**config.mk**
```make
export PLATFORM = sky130hd
export DESIGN_NAME = jpeg_bit_buffer
export DESIGN_NICKNAME = d
export VERILOG_FILES = /design/src/rtl/jpeg_bit_buffer.sv
export SDC_FILE = /design/constraint.sdc
export NUM_CORES = 1
export LEC_CHECK = 0
export ABC_AREA = 0
export CORE_AREA = 8 8 161 87
export CTS_BUF_LIST = sky130_fd_sc_hd__clkbuf_2
export DETAILED_ROUTE_END_ITERATION = 8
export DIE_AREA = 0 0 169 95
export PLACE_DENSITY_LB_ADDON = 0.25
export SLEW_MARGIN = 20
export SYNTH_ARGS = -nofsm -noshare
export SYNTH_HDL_FRONTEND = slang
export SYNTH_SLANG_ARGS = --single-unit
```
**constraint.sdc**
```tcl
create_clock -name clk_i -period 4.9 [get_ports clk_i]
set_input_delay 0.98 -clock clk_i [delete_from_list [all_inputs] [get_ports clk_i]]
set_output_delay 0.98 -clock clk_i [all_outputs]
set_load 0.05 [all_outputs]
```
**src/rtl/jpeg_bit_buffer.sv**
```systemverilog
// jpeg_bit_buffer
//   Bit buffer between the JPEG entropy-coded byte stream and the Huffman
//   (DHT) lookup. Bytes are appended MSB-first into a 64-bit left-aligned
//   shift register. The decoder looks at the top 16 bits and removes up to
//   16 bits per cycle from the head.
//
//   Optional feature macro: JPEG_BITBUF_UNSTUFF_EN
//     defined   : byte-unstuffing FSM. A 0xFF,0x00 pair keeps only the 0xFF.
//                 0xFF followed by a non-zero byte sets the sticky marker_o.
//     undefined : every accepted byte is appended unmodified and
//                 marker_o is tied to 0.
//
// Ports
//   clk_i            : clock for all state
//   rst_i            : synchronous active-high reset (overrides everything)
//   inport_valid_i   : byte offered
//   inport_data_i    : offered byte
//   inport_last_i    : offered byte is the final byte of the scan
//   inport_accept_o  : offered byte is taken this cycle
//   flush_i          : discard all buffered bits on the next cycle
//   outport_data_o   : top 16 bits of the buffer (MSB-first lookup window)
//   outport_valid_o  : window holds >= 16 bits, or the stream ended with bits left
//   outport_level_o  : number of valid buffered bits (0..64)
//   consume_i        : remove bits from the window head
//   consume_width_i  : number of bits to remove (values above 16 act as 16)
//   marker_o         : sticky marker-detected flag
//   eof_o            : last byte has been accepted
module jpeg_bit_buffer (
  input  logic        clk_i,
  input  logic        rst_i,
  input  logic        inport_valid_i,
  input  logic [7:0]  inport_data_i,
  input  logic        inport_last_i,
  output logic        inport_accept_o,
  input  logic        flush_i,
  output logic [15:0] outport_data_o,
  output logic        outport_valid_o,
  output logic [6:0]  outport_level_o,
  input  logic        consume_i,
  input  logic [4:0]  consume_width_i,
  output logic        marker_o,
  output logic        eof_o
);

  logic [63:0] buffer_r;
  logic [6:0]  level_r;
  logic        eof_r;
  logic        marker_r;
  logic        valid_r;

  logic        accept_s;
  logic        take_s;
  logic        drop_s;
  logic        marker_set_s;
  logic [4:0]  width_s;
  logic [63:0] shifted_s;
  logic [6:0]  level_post_s;
  logic [63:0] buffer_next_s;
  logic [6:0]  level_next_s;
  logic        eof_next_s;
  logic        marker_next_s;
  logic        valid_next_s;

`ifdef JPEG_BITBUF_UNSTUFF_EN
  typedef enum logic {
    NORMAL  = 1'b0,
    SEEN_FF = 1'b1
  } unstuff_state_t;

  unstuff_state_t state_r;
  unstuff_state_t state_next_s;

  // Unstuff FSM state register; flush and reset make the next byte stream-initial.
  always_ff @(posedge clk_i) begin
    if (rst_i) begin
      state_r <= NORMAL;
    end else if (flush_i) begin
      state_r <= NORMAL;
    end else begin
      state_r <= state_next_s;
    end
  end

  // Unstuff FSM next state: decide whether the taken byte is dropped or flags a marker.
  always_comb begin
    state_next_s = state_r;
    drop_s       = 1'b0;
    marker_set_s = 1'b0;
    if (take_s) begin
      case (state_r)
        NORMAL: begin
          if (inport_data_i == 8'hFF) begin
            state_next_s = SEEN_FF;
          end else begin
            state_next_s = NORMAL;
          end
        end
        SEEN_FF: begin
          if (inport_data_i == 8'h00) begin
            // Stuffed zero: consumed from the stream but never appended.
            drop_s       = 1'b1;
            state_next_s = NORMAL;
          end else if (inport_data_i == 8'hFF) begin
            // 0xFF fill bytes: keep waiting for the byte that follows.
            state_next_s = SEEN_FF;
          end else begin
            marker_set_s = 1'b1;
            state_next_s = NORMAL;
          end
        end
        default: begin
          state_next_s = NORMAL;
        end
      endcase
    end else begin
      state_next_s = state_r;
    end
  end
`else
  assign drop_s       = 1'b0;
  assign marker_set_s = 1'b0;
`endif

  // Accept rule: room for a whole byte, stream not ended, no flush or reset pending.
  always_comb begin
    accept_s = 1'b0;
    if (rst_i || flush_i || eof_r) begin
      accept_s = 1'b0;
    end else if (level_r <= 7'd56) begin
      accept_s = 1'b1;
    end else begin
      accept_s = 1'b0;
    end
    take_s = inport_valid_i && accept_s;
  end

  // Datapath next state: the consume is applied first, then the byte lands at the post-consume level.
  always_comb begin
    width_s       = 5'd0;
    shifted_s     = buffer_r;
    level_post_s  = level_r;
    buffer_next_s = buffer_r;
    level_next_s  = level_r;

    if (consume_width_i > 5'd16) begin
      width_s = 5'd16;
    end else begin
      width_s = consume_width_i;
    end

    if (consume_i) begin
      // Bits below the level are always zero, so shifting past the level is harmless.
      shifted_s = buffer_r << width_s;
      if (level_r >= {2'b00, width_s}) begin
        level_post_s = level_r - {2'b00, width_s};
      end else begin
        level_post_s = 7'd0;
      end
    end else begin
      shifted_s    = buffer_r;
      level_post_s = level_r;
    end

    // level_post_s <= 56 whenever take_s is set, so the byte always fits.
    if (take_s && !drop_s) begin
      buffer_next_s = shifted_s | ({inport_data_i, 56'd0} >> level_post_s);
      level_next_s  = level_post_s + 7'd8;
    end else begin
      buffer_next_s = shifted_s;
      level_next_s  = level_post_s;
    end

    eof_next_s    = eof_r | (take_s & inport_last_i);
    marker_next_s = marker_r | marker_set_s;
    valid_next_s  = (level_next_s >= 7'd16) || (eof_next_s && (level_next_s != 7'd0));
  end

  // Buffer, level and status registers; reset beats flush, flush beats consume/accept.
  always_ff @(posedge clk_i) begin
    if (rst_i) begin
      buffer_r <= 64'd0;
      level_r  <= 7'd0;
      eof_r    <= 1'b0;
      marker_r <= 1'b0;
      valid_r  <= 1'b0;
    end else if (flush_i) begin
      buffer_r <= 64'd0;
      level_r  <= 7'd0;
      eof_r    <= 1'b0;
      marker_r <= 1'b0;
      valid_r  <= 1'b0;
    end else begin
      buffer_r <= buffer_next_s;
      level_r  <= level_next_s;
      eof_r    <= eof_next_s;
      marker_r <= marker_next_s;
      valid_r  <= valid_next_s;
    end
  end

  assign inport_accept_o = accept_s;
  assign outport_data_o  = buffer_r[63:48];
  assign outport_valid_o = valid_r;
  assign outport_level_o = level_r;
  assign eof_o           = eof_r;
  assign marker_o        = marker_r;

endmodule
```
---- Word level (Yosys, flattened, before mapping) ----
Index checks and enable logic that the tools add are counted.
storage, ports and cells
  output and inout port bits .............. 27
  input bits .............................. 19
  register bits ........................... 73
operators by class
  muxes and demuxes ....................... 8
  bitwise logic cells ..................... 3
  shift operators ......................... 2
  reductions and logical operators ........ 7
  $lt $le $gt $ge ......................... 4
  add/subtract/negate cells ............... 2
operators by type and width
  cell                   count
  $mux W64               2
  $or A64 B64 Y64        1
  $shl A64 B5 Y64        1
  $shr A64 B7 Y64        1
  $mux W7                3
  $add A7 B4 Y7 const B  1
  $ge A7 B5 Y1           1
  $ge A7 B5 Y1 const B   1
  $le A7 B6 Y1 const B   1
  $reduce_bool A7 Y1     1
  $sub A7 B5 Y7          1
  $gt A5 B5 Y1 const B   1
  $mux W5                1
  $logic_or A1 B1 Y1     3
  $logic_and A1 B1 Y1    2
  $mux W1                2
  $reduce_or A2 Y1       1
  $and A1 B1 Y1          1
  $or A1 B1 Y1           1

---- Logic depth before layout (Yosys ltp) ----
Gate-level depths: netlist of run 1.
  depth after elaboration ................. 10
  gate-level depth with buffers ........... 18
  depth with buffers taken out ............ 13

---- Worst setup path after synthesis of run 1 ----
Ideal clock, no wire load.
  kind .................................... input -> register
  start point ............................. input port consume_width_i[4]
  end point ............................... register valid_r (netlist: outport_valid_o)
  setup time .............................. 0.120 ns
  cell stages on the path ................. 17
  slack ................................... 0.478 ns
  arrival ................................. 4.302 ns
  cells stage by stage .................... buf_2 nor2b_1 buf_2 clkinv_1 buf_2 buf_2 ha_1 nor2b_1 o21ai_0 and3_1 buf_4 or2_4 buf_12 inv_6 ha_1 o31a_1 a211o_1
on the way
  word-level cells in the longest chain between the ends .. 10
  elaborated cells on any way between the ends .. 12
  those cells by class .................... add/sub (2); order compare (3); mux (4); reduce/logical (3)
ends and longest elaborated chain
  what                                                  RTL line  RTL
  start: declaration                                    40        input logic [4:0] consume_width_i,
  $gt A5 B5 Y1                                          145       if (consume_width_i > 5'd16) begin
  $mux W5 (*)                                           145
  $sub A7 B5 Y7 or $ge A7 B5 Y1 (tied branches)         155, 154
  $mux W7 (*)                                           154       if (level_r >= {2'b00, width_s}) begin
  $mux W7 (*)                                           151       if (consume_i) begin
  $add A7 B4 Y7                                         167       level_next_s = level_post_s + 7'd8;
  $mux W7 (*)                                           165       if (take_s && !drop_s) begin
  branches (longest 2 deep; another with $ge A7 B5 Y1)  n/a
  $logic_or A1 B1 Y1 (*)                                175       valid_next_s = (level_next_s >= 7'd16) || (eof_next_s && (level_next_s != 7'd0));
  end signal: assignment                                197       valid_r <= valid_next_s;
  end: declaration                                      49        logic valid_r;
Every way passes the cells marked *.
A chain may end at the register's enable or synchronous reset.

---- Worst setup path in the final report of run 1 ----
  start point ............................. input port consume_width_i[4]
  end point ............................... register buffer_r[5]
on the way
  word-level cells in the longest chain between the ends .. 8
  elaborated cells on any way between the ends .. 11
  those cells by class .................... add/sub (1); order compare (2); shift (2); mux (5); bitwise (1)
ends and longest elaborated chain
  what                                           RTL line  RTL
  $gt A5 B5 Y1                                   145
  $mux W5 (*)                                    145
  $sub A7 B5 Y7 or $ge A7 B5 Y1 (tied branches)  155, 154
  $mux W7                                        154
  $mux W7                                        151
  $shr A64 B7 Y64                                166       buffer_next_s = shifted_s | ({inport_data_i, 56'd0} >> level_post_s);
  $or A64 B64 Y64                                166
  $mux W64 (*)                                   165
  end signal: assignment                         193       buffer_r <= buffer_next_s;
  end: declaration                               45        logic [63:0] buffer_r;
Every way passes the cells marked *; elsewhere a longest branch is shown, timed or not.

==> key figures, run 1 <==
Outcome
  – Status: finished, violations left
  – Violated checks: DRC

GRT
  – Total global-route track usage: a little over a third
  – Initial antenna violation count: 0
  – First-pass GRT wire length: approximately 45 mm
  – Vias in the first global route: 7492
  – GRT overflow: 0
  – Pin count of the biggest net entering global routing: 55

Clock tree
  – H-Tree Depth: 3
  – CTS tree: done
  – Post-CTS sizing: 0
  – Clk Latency, worst-skew pair: ~0.60 ns
  – Post-CTS setup buffers: 0
  – CTS Buf Count: 9
  – CTS sink count: between 70 and 80
  – Clock root buffer: clkbuf_2
  – Reg clk slew, reported paths: roughly 0.24 ns
  – Hold-fix buffers, CTS: 0
  – CTS Buffer Depth: 2

Timing
  – Max Clk Rate: between 0.2 and 0.25 GHz
  – Fin crit share: between 80% and 90%
  – Setup TNS Final: 0 ns
  – Final Hold Fails: 0
  – Setup violators final: 0
  – Final Max Slew Viols: 0
  – Slack of the critical path: roughly 0.67 ns
  – Fin crit period: between 4 and 5 ns
  – Clk_skew: ~0.042 ns
  – Unrepaired setup endpoints after global routing: false
  – Max transition margin: between 30% and 40%
  – Worst slew pin tran: between 0.9 and 1 ns

Layout
  – Register area: between 1000 and 1500 um2
  – Area growth syn-to-layout: 8.53%
  – Multi-input logic area: around 5200 um2
  – Non-Filler Cell Area, Final: roughly 7900 um2
  – Antenna cell count: 0
  – Final #Nets: about 920
  – Fraction of final layout cells sized beyond drive strength 1: 13.6%
  – Fill cells: 1021

Power and ir drop
  – Pwr/cell area: between 200 and 250 nW/um2
  – Total chip power: 1.73 mW
  – Pleak: 2.78 nW
  – Worst vdd ir: 0.156 mV

Yosys
  – Synthesized area: ~7300 um2
  – Yosys warns: 0
  – Sequential fraction of the synthesis area: between 20% and 30%
  – Fraction of registers with async set or reset after synthesis: 0%
  – Most used DFF post-synth: dfxtp_1
  – Net count after synthesis: 910
  – Netlist cell types: 77
  – Synthesized flop and latch total: between 70 and 80
  – EDFF count, synth: 0
  – Syn avg cell area: approximately 8.2 um2
  – Syn Inst Count: 884

Worst setup path
  – Slowest CP cell: mux2i_1
  – Crit path DAT: 4.71 ns
  – Worst-path fanout max: 9
  – Critical path, cell by cell: clkdlybuf4s50_1 > nand2b_1 > inv_2 > ha_1 > fa_1 > nand2_1 > nand2_1 > mux2_2 > a221oi_1 > a21oi_1 > mux2i_1 > o22ai_1
  – Delay-heaviest family, CP: multiplexers
  – Setup Crit Path Kind: in2reg
  – Crit. End Element: flip-flop
  – CP peak stage delay: just over 0.7 ns
  – Most used cell, CP: nand2_1
  – Startpoint Class: primary input
  – Buf/Inv on CP: 2
  – WP data required: about 5.4 ns

Place
  – Post-DP HPWL: 22.1 mm
  – Number of port buffers: 44
  – Placement Setup Slack: approximately 0.23 ns
  – RePlAce Congestion: 1.02
  – Post-DP Area: between 7000 and 8000 um2

Die
  – Initial Utilization: between 60% and 70%
  – Die area: about 16000 um2
  – Die width: between 150 and 200 um
  – I/O pin count: 46
  – Row count: 28
  – Die H: 95 um
  – CORE AREA: about 12000 um2

Route
  – Wirelength per Cell: 28.4 um
  – DRT Pass-1 Iters: 9
  – Vias/cell: a little under 8
  – WL met3: around 6 mm
  – Final WL: between 30 and 40 mm
  – Uppermost layer routed: met5
  – Met2 WL: 11.5 mm
  – DRT met1 WL: 11.7 mm
  – Antenna viol nets, final: 0
  – DRT iter0 DRCs: about 1700
  – Via count: between 8000 and 9000
  – DRC viols: 8

Min path
  – Worst Hold Class: reg2reg

Job
  – MaxCap Viol Count: 0
[sequential cells by signal, summed over array words and instances (netlist names)]
name             count
buffer_r            64
eof_o                1
outport_level_o      7
outport_valid_o      1
[worst paths after layout]
check	start	to	slack (ns)	cells after the start
setup reg to reg	outport_level_o[0]$_SDFF_PP0_	buffer_r[5]$_SDFF_PP0_	1.28	10
setup / recovery	consume_width_i[4]	buffer_r[5]$_SDFF_PP0_	0.67	12
hold reg to reg	eof_o$_SDFF_PP0_	eof_o$_SDFF_PP0_	0.55	2
hold / removal	eof_o$_SDFF_PP0_	eof_o$_SDFF_PP0_	0.55	2
[metal layers]
layer | track usage, % | up-vias
li1 | - | 3455
met1 | 47.6 | 3854
met2 | 49.8 | 776
met3 | 20.6 | 121
met4 | 11.1 | 4
met5 | 2.90 | -
[Yosys cell counts (all sizes together) (4+ instances only)]
cell     number  area share (%)
o221ai       15             1.8
o22ai        44             3.8
xnor2         4            0.48
o31ai         8            0.83
a22oi        32             3.3
o21ai        43             3.0
o2bb2ai      15             1.8
a21oi        45             3.1
nor3          8            0.86
nand3        40             2.8
nor2         52             2.8
a31oi        18             1.6
dfxtp        73              20
o211ai        7            0.72
a2111oi       5            0.60
a32oi         6            0.72
a221oi        6            0.72
mux4         26             8.1
and3          7            0.67
nand2        88             4.6
inv          18             1.0
ha            6             1.0
mux2i       119              16
o2111ai       4            0.48
nor2b         7            0.60
mux2          6            0.93
buf          54             5.0
nor4          8             1.2
clkbuf       37             1.9
or2           7            0.64
a211oi       18             1.9
and2          6            0.52
[worst min-delay path: stages (launching register included)]
cell     delay [ns]
dfxtp_1        0.37
inv_1          0.06
a21oi_1        0.10
[per-stage QoR]
stage | std cells | hold WS [ns] | utilization [%]
final | 1063 | 0.553 | 67.7
after CTS | 1063 | 0.550 | 67.7
after global placement | 1047 | 0.527 | 66.7
after floorplan | 884 | 0.501 | -
after detailed placement | 1047 | 0.519 | 66.7
after global routing | 1063 | 0.582 | 67.7
[kinds of logic after synthesis]
| group | after synthesis | share of synthesized area, % |
|---|---|---|
| adder cells (fa/ha/maj) | 7 | 1.31 |
| other | 1 | 0.0517 |
| buffers and inverters | 112 | 8.05 |
| AND/OR/NAND/NOR | 238 | 16.2 |
| flip-flops | 73 | 20.1 |
| multiplexers | 151 | 25.4 |
| AO/OA/AOI/OAI | 298 | 28.3 |
| XOR/XNOR | 4 | 0.483 |
[final cells by class]
cell class	count	share of cell area, %
Tap cell	165	2.62
Sequential cell	73	18.6
Clock inverter	7	0.890
Timing Repair Buffer	89	9.98
Multi-Input combinational cell	699	66.3
Clock buffer	9	0.572
Inverter	21	1.06
[where the power goes]
part	switching (mW)	internal, mW	total [mW]
sequential	0.0275	0.613	0.640
combinational	0.476	0.240	0.716
clock	0.259	0.118	0.377
[cells in the final DEF, fill, tap and decap left out, types with 40 or more instances in the layout]
| cell type | n |
|---|---|
| a21oi_1 | 45 |
| mux2i_1 | 119 |
| o21ai_0 | 42 |
| dfxtp_1 | 73 |
| clkdlybuf4s50_1 | 43 |
| nor2_1 | 50 |
| nand3_1 | 40 |
| nand2_1 | 87 |
| buf_4 | 44 |
| o22ai_1 | 44 |
(Power assumes the default switching activity.)
==> run 2: changes to the inputs <==
CORE_AREA = 8 8 169 91   (was 8 8 161 87)
DIE_AREA = 0 0 177 99   (was 0 0 169 95)
clock period = 3.8 ns   (was 4.9 ns; I/O delays follow)
==> run 2 against run 1 <==
Compared with the run above:
- the flow still finishes with violations (DRC)
- sequential share of layout area is 2.3 points lower
- global-route usage grew 2.2 points
- die area increased by 9.1%
- total power grew 47%
- sequential power up 30%
- register-to-register slack got worse by 1.0 ns
- clock skew fell by 0.0024 ns
- hold slack hardly changed
- highest routed layer is now met4
- clock power is 46% higher
- critical endpoint is now buffer_r[15]$_SDFF_PP0_
==> key figures, run 2 (synthesis results as in run 1) <==
Outcome
  – Status: finished, violations left
  – Violated checks: DRC

Power and ir drop
  – Sequential Power Share: about a third
  – Worst vdd ir: roughly 0.17 mV
  – Switching share of total power: between 40% and 50%
  – Int Power: ~1.4 mW
  – Comb power frac: between 40% and 50%
  – Pleak: 3.41 nW
  – Pwr/cell area: around 280 nW/um2
  – Clock share of power: a little over a fifth
  – P_sw: ~1.1 mW

Route
  – DRC viols: 2
  – Via count: 9128
  – Vias/cell: ~7.6
  – Final WL: 35.4 mm
  – DRT Pass-1 Iters: 9
  – Antenna viol nets, final: 0
  – DRT iter0 DRCs: about 2000
  – Wirelength per Cell: 29.5 um

Layout
  – Max reg flops: 64
  – Area growth syn-to-layout: 23.9%
  – Commonest non-fill, non-tap cell in the layout: buf_4
  – Final #Nets: 1045
  – Register area: between 1000 and 1500 um2
  – Multi-input logic area: about 5300 um2
  – Fill cells: roughly 1100
  – Non-filler cells in the finished layout: ~1200
  – Most frequent cells in the layout: 165 x buf_4, 118 x mux2i_1, 87 x nand2_1
  – Fraction of final layout cells sized beyond drive strength 1: 25.0%
  – Biggest register: buffer_r

Timing
  – Fin crit period: 3.77 ns
  – Clk_skew: approximately 0.04 ns
  – Setup violators final: 0
  – Fin crit share: between 90% and 100%
  – Unrepaired setup endpoints after global routing: true
  – Worst slew pin tran: between 0.9 and 1 ns
  – Setup TNS Final: 0 ns
  – Final Hold Fails: 0
  – Max transition margin: about 33%
  – Final Max Slew Viols: 0
  – Hold WS: ~0.55 ns
  – Max Clk Rate: 0.265 GHz

Worst setup path
  – Startpoint Class: primary input
  – Crit path DAT: 4.28 ns
  – Reg-to-reg critical path startpoint: outport_level_o[0]$_SDFF_PP0_
  – Buf/Inv on CP: 6
  – Setup Crit Path Kind: in2reg
  – Delay-heaviest family, CP: buffers and inverters
  – Cell depth of the worst setup path: 13
  – Crit. Startpoint: consume_width_i[4]
  – Critical path, cell by cell: clkdlybuf4s50_1 > buf_4 > inv_1 > ha_1 > or4b_4 > a31oi_2 > nand3_1 > nand2_4 > inv_4 > buf_4 > buf_4 > a32oi_1 > a21oi_1
  – Worst-path fanout max: 28
  – WP data required: ~4.3 ns
  – Slowest CP cell: or4b_4
  – Reg2Reg Depth: 11
  – Most used cell, CP: buf_4
  – Crit. End Element: flip-flop
  – CP peak stage delay: around 0.56 ns

Die
  – Initial Utilization: roughly 55%
  – CORE AREA: 13100 um2
  – Die area: roughly 18000 um2
  – Die H: between 90 and 100 um
  – I/O pin count: 46
  – Die width: 177 um
  – Row count: 30

Clock tree
  – H-Tree Depth: 3
  – CTS Buffer Depth: 2
  – CTS tree: done
  – CTS sink count: 73
  – Clk Latency, worst-skew pair: approximately 0.64 ns
  – Clock root buffer: clkbuf_2
  – CTS Buf Count: 9
  – Reg clk slew, reported paths: 0.26 ns

Place
  – Number of port buffers: 44
  – RePlAce Congestion: 1.14
  – Placed insts: about 1200
  – Post-DP HPWL: 26.9 mm

GRT
  – Vias in the first global route: between 8000 and 9000
  – Pin count of the biggest net entering global routing: 48
  – Total global-route track usage: roughly 39%
  – First-pass GRT wire length: about 52 mm
  – GRT overflow: 0
  – Initial antenna violation count: 1

Min path
  – Hold Path Depth: 2
  – Worst Hold Class: reg2reg
  – HP Start: eof_o$_SDFF_PP0_

Job
  – MaxCap Viol Count: 0
[run 2: changes by cell type in the layout (fill, tap and decap cells not counted), moves of 2 or more]
cell,change
buf_4,+121
buf_12,+5
clkinv_2,-3
ha_1,-3
ha_4,+3
inv_2,-2
inv_4,+2
inv_6,+2
[run 2: final timing paths]
path / end / slack (ns)
worst max-delay path: buffer_r[15]$_SDFF_PP0_ / 0.03
worst min-delay path: eof_o$_SDFF_PP0_ / 0.55
worst max register to register: buffer_r[5]$_SDFF_PP0_ / 0.28
worst min register to register: eof_o$_SDFF_PP0_ / 0.55
[run 2: cell type report]
| cell class | count | area share [%] |
|---|---|---|
| tap | 176 | 2.45 |
| antenna | 1 | 0.0278 |
| timing repair buffer | 215 | 20.0 |
| inverter | 21 | 1.04 |
| clock buffer | 9 | 0.501 |
| sequential | 73 | 16.3 |
| multi-input combinational | 699 | 58.8 |
| clock inverter | 7 | 0.974 |
[run 2: per-stage QoR]
stage                     cell area, um2  setup WS (ns)  util, %  total power [mW]
after global routing                8990       -0.00404     68.6              2.59
after CTS                           8970         0.0184     68.5              2.46
final                               8990         0.0305     68.6              2.55
after floorplan                     7370        0.00272        -              1.45
after global placement              8840         -0.572     67.5              1.92
after detailed placement            8840         -0.585     67.5              1.94
[run 2: timing repair]
action	in CTS	in global routing
setup endpoints to repair	0	9
hold buffers	0	0
buffers inserted	0	0
hold endpoints to repair	0	0
resized for setup	0	4
[run 2: worst reg2reg max path, cell delays in order (launching register included)]
cell	delay (ns)
dfxtp_1	0.55
inv_1	0.12
ha_4	0.18
fa_1	0.61
nand2_1	0.13
nand2_1	0.26
mux2_2	0.37
a221oi_1	0.28
a21oi_1	0.14
mux2i_1	0.44
buf_4	0.22
o22ai_1	0.08
[run 2: power groups by stage]
stage	sequential (mW)	combinational (mW)	clock, mW
after floorplan	0.840	0.612	0
after global placement	0.837	1.08	0
after detailed placement	0.838	1.10	0
after CTS	0.825	1.10	0.530
after global routing	0.830	1.20	0.562
final	0.831	1.17	0.549
[run 2: per-layer routing]
metal	vias to the layer above	GRT usage (%)	part of all wire [%]
met3	139	26.1	22
met4	0	7.13	3.0
li1	3696	-	-
met2	1007	48.3	36
met1	4286	53.0	39
met5	-	0	0
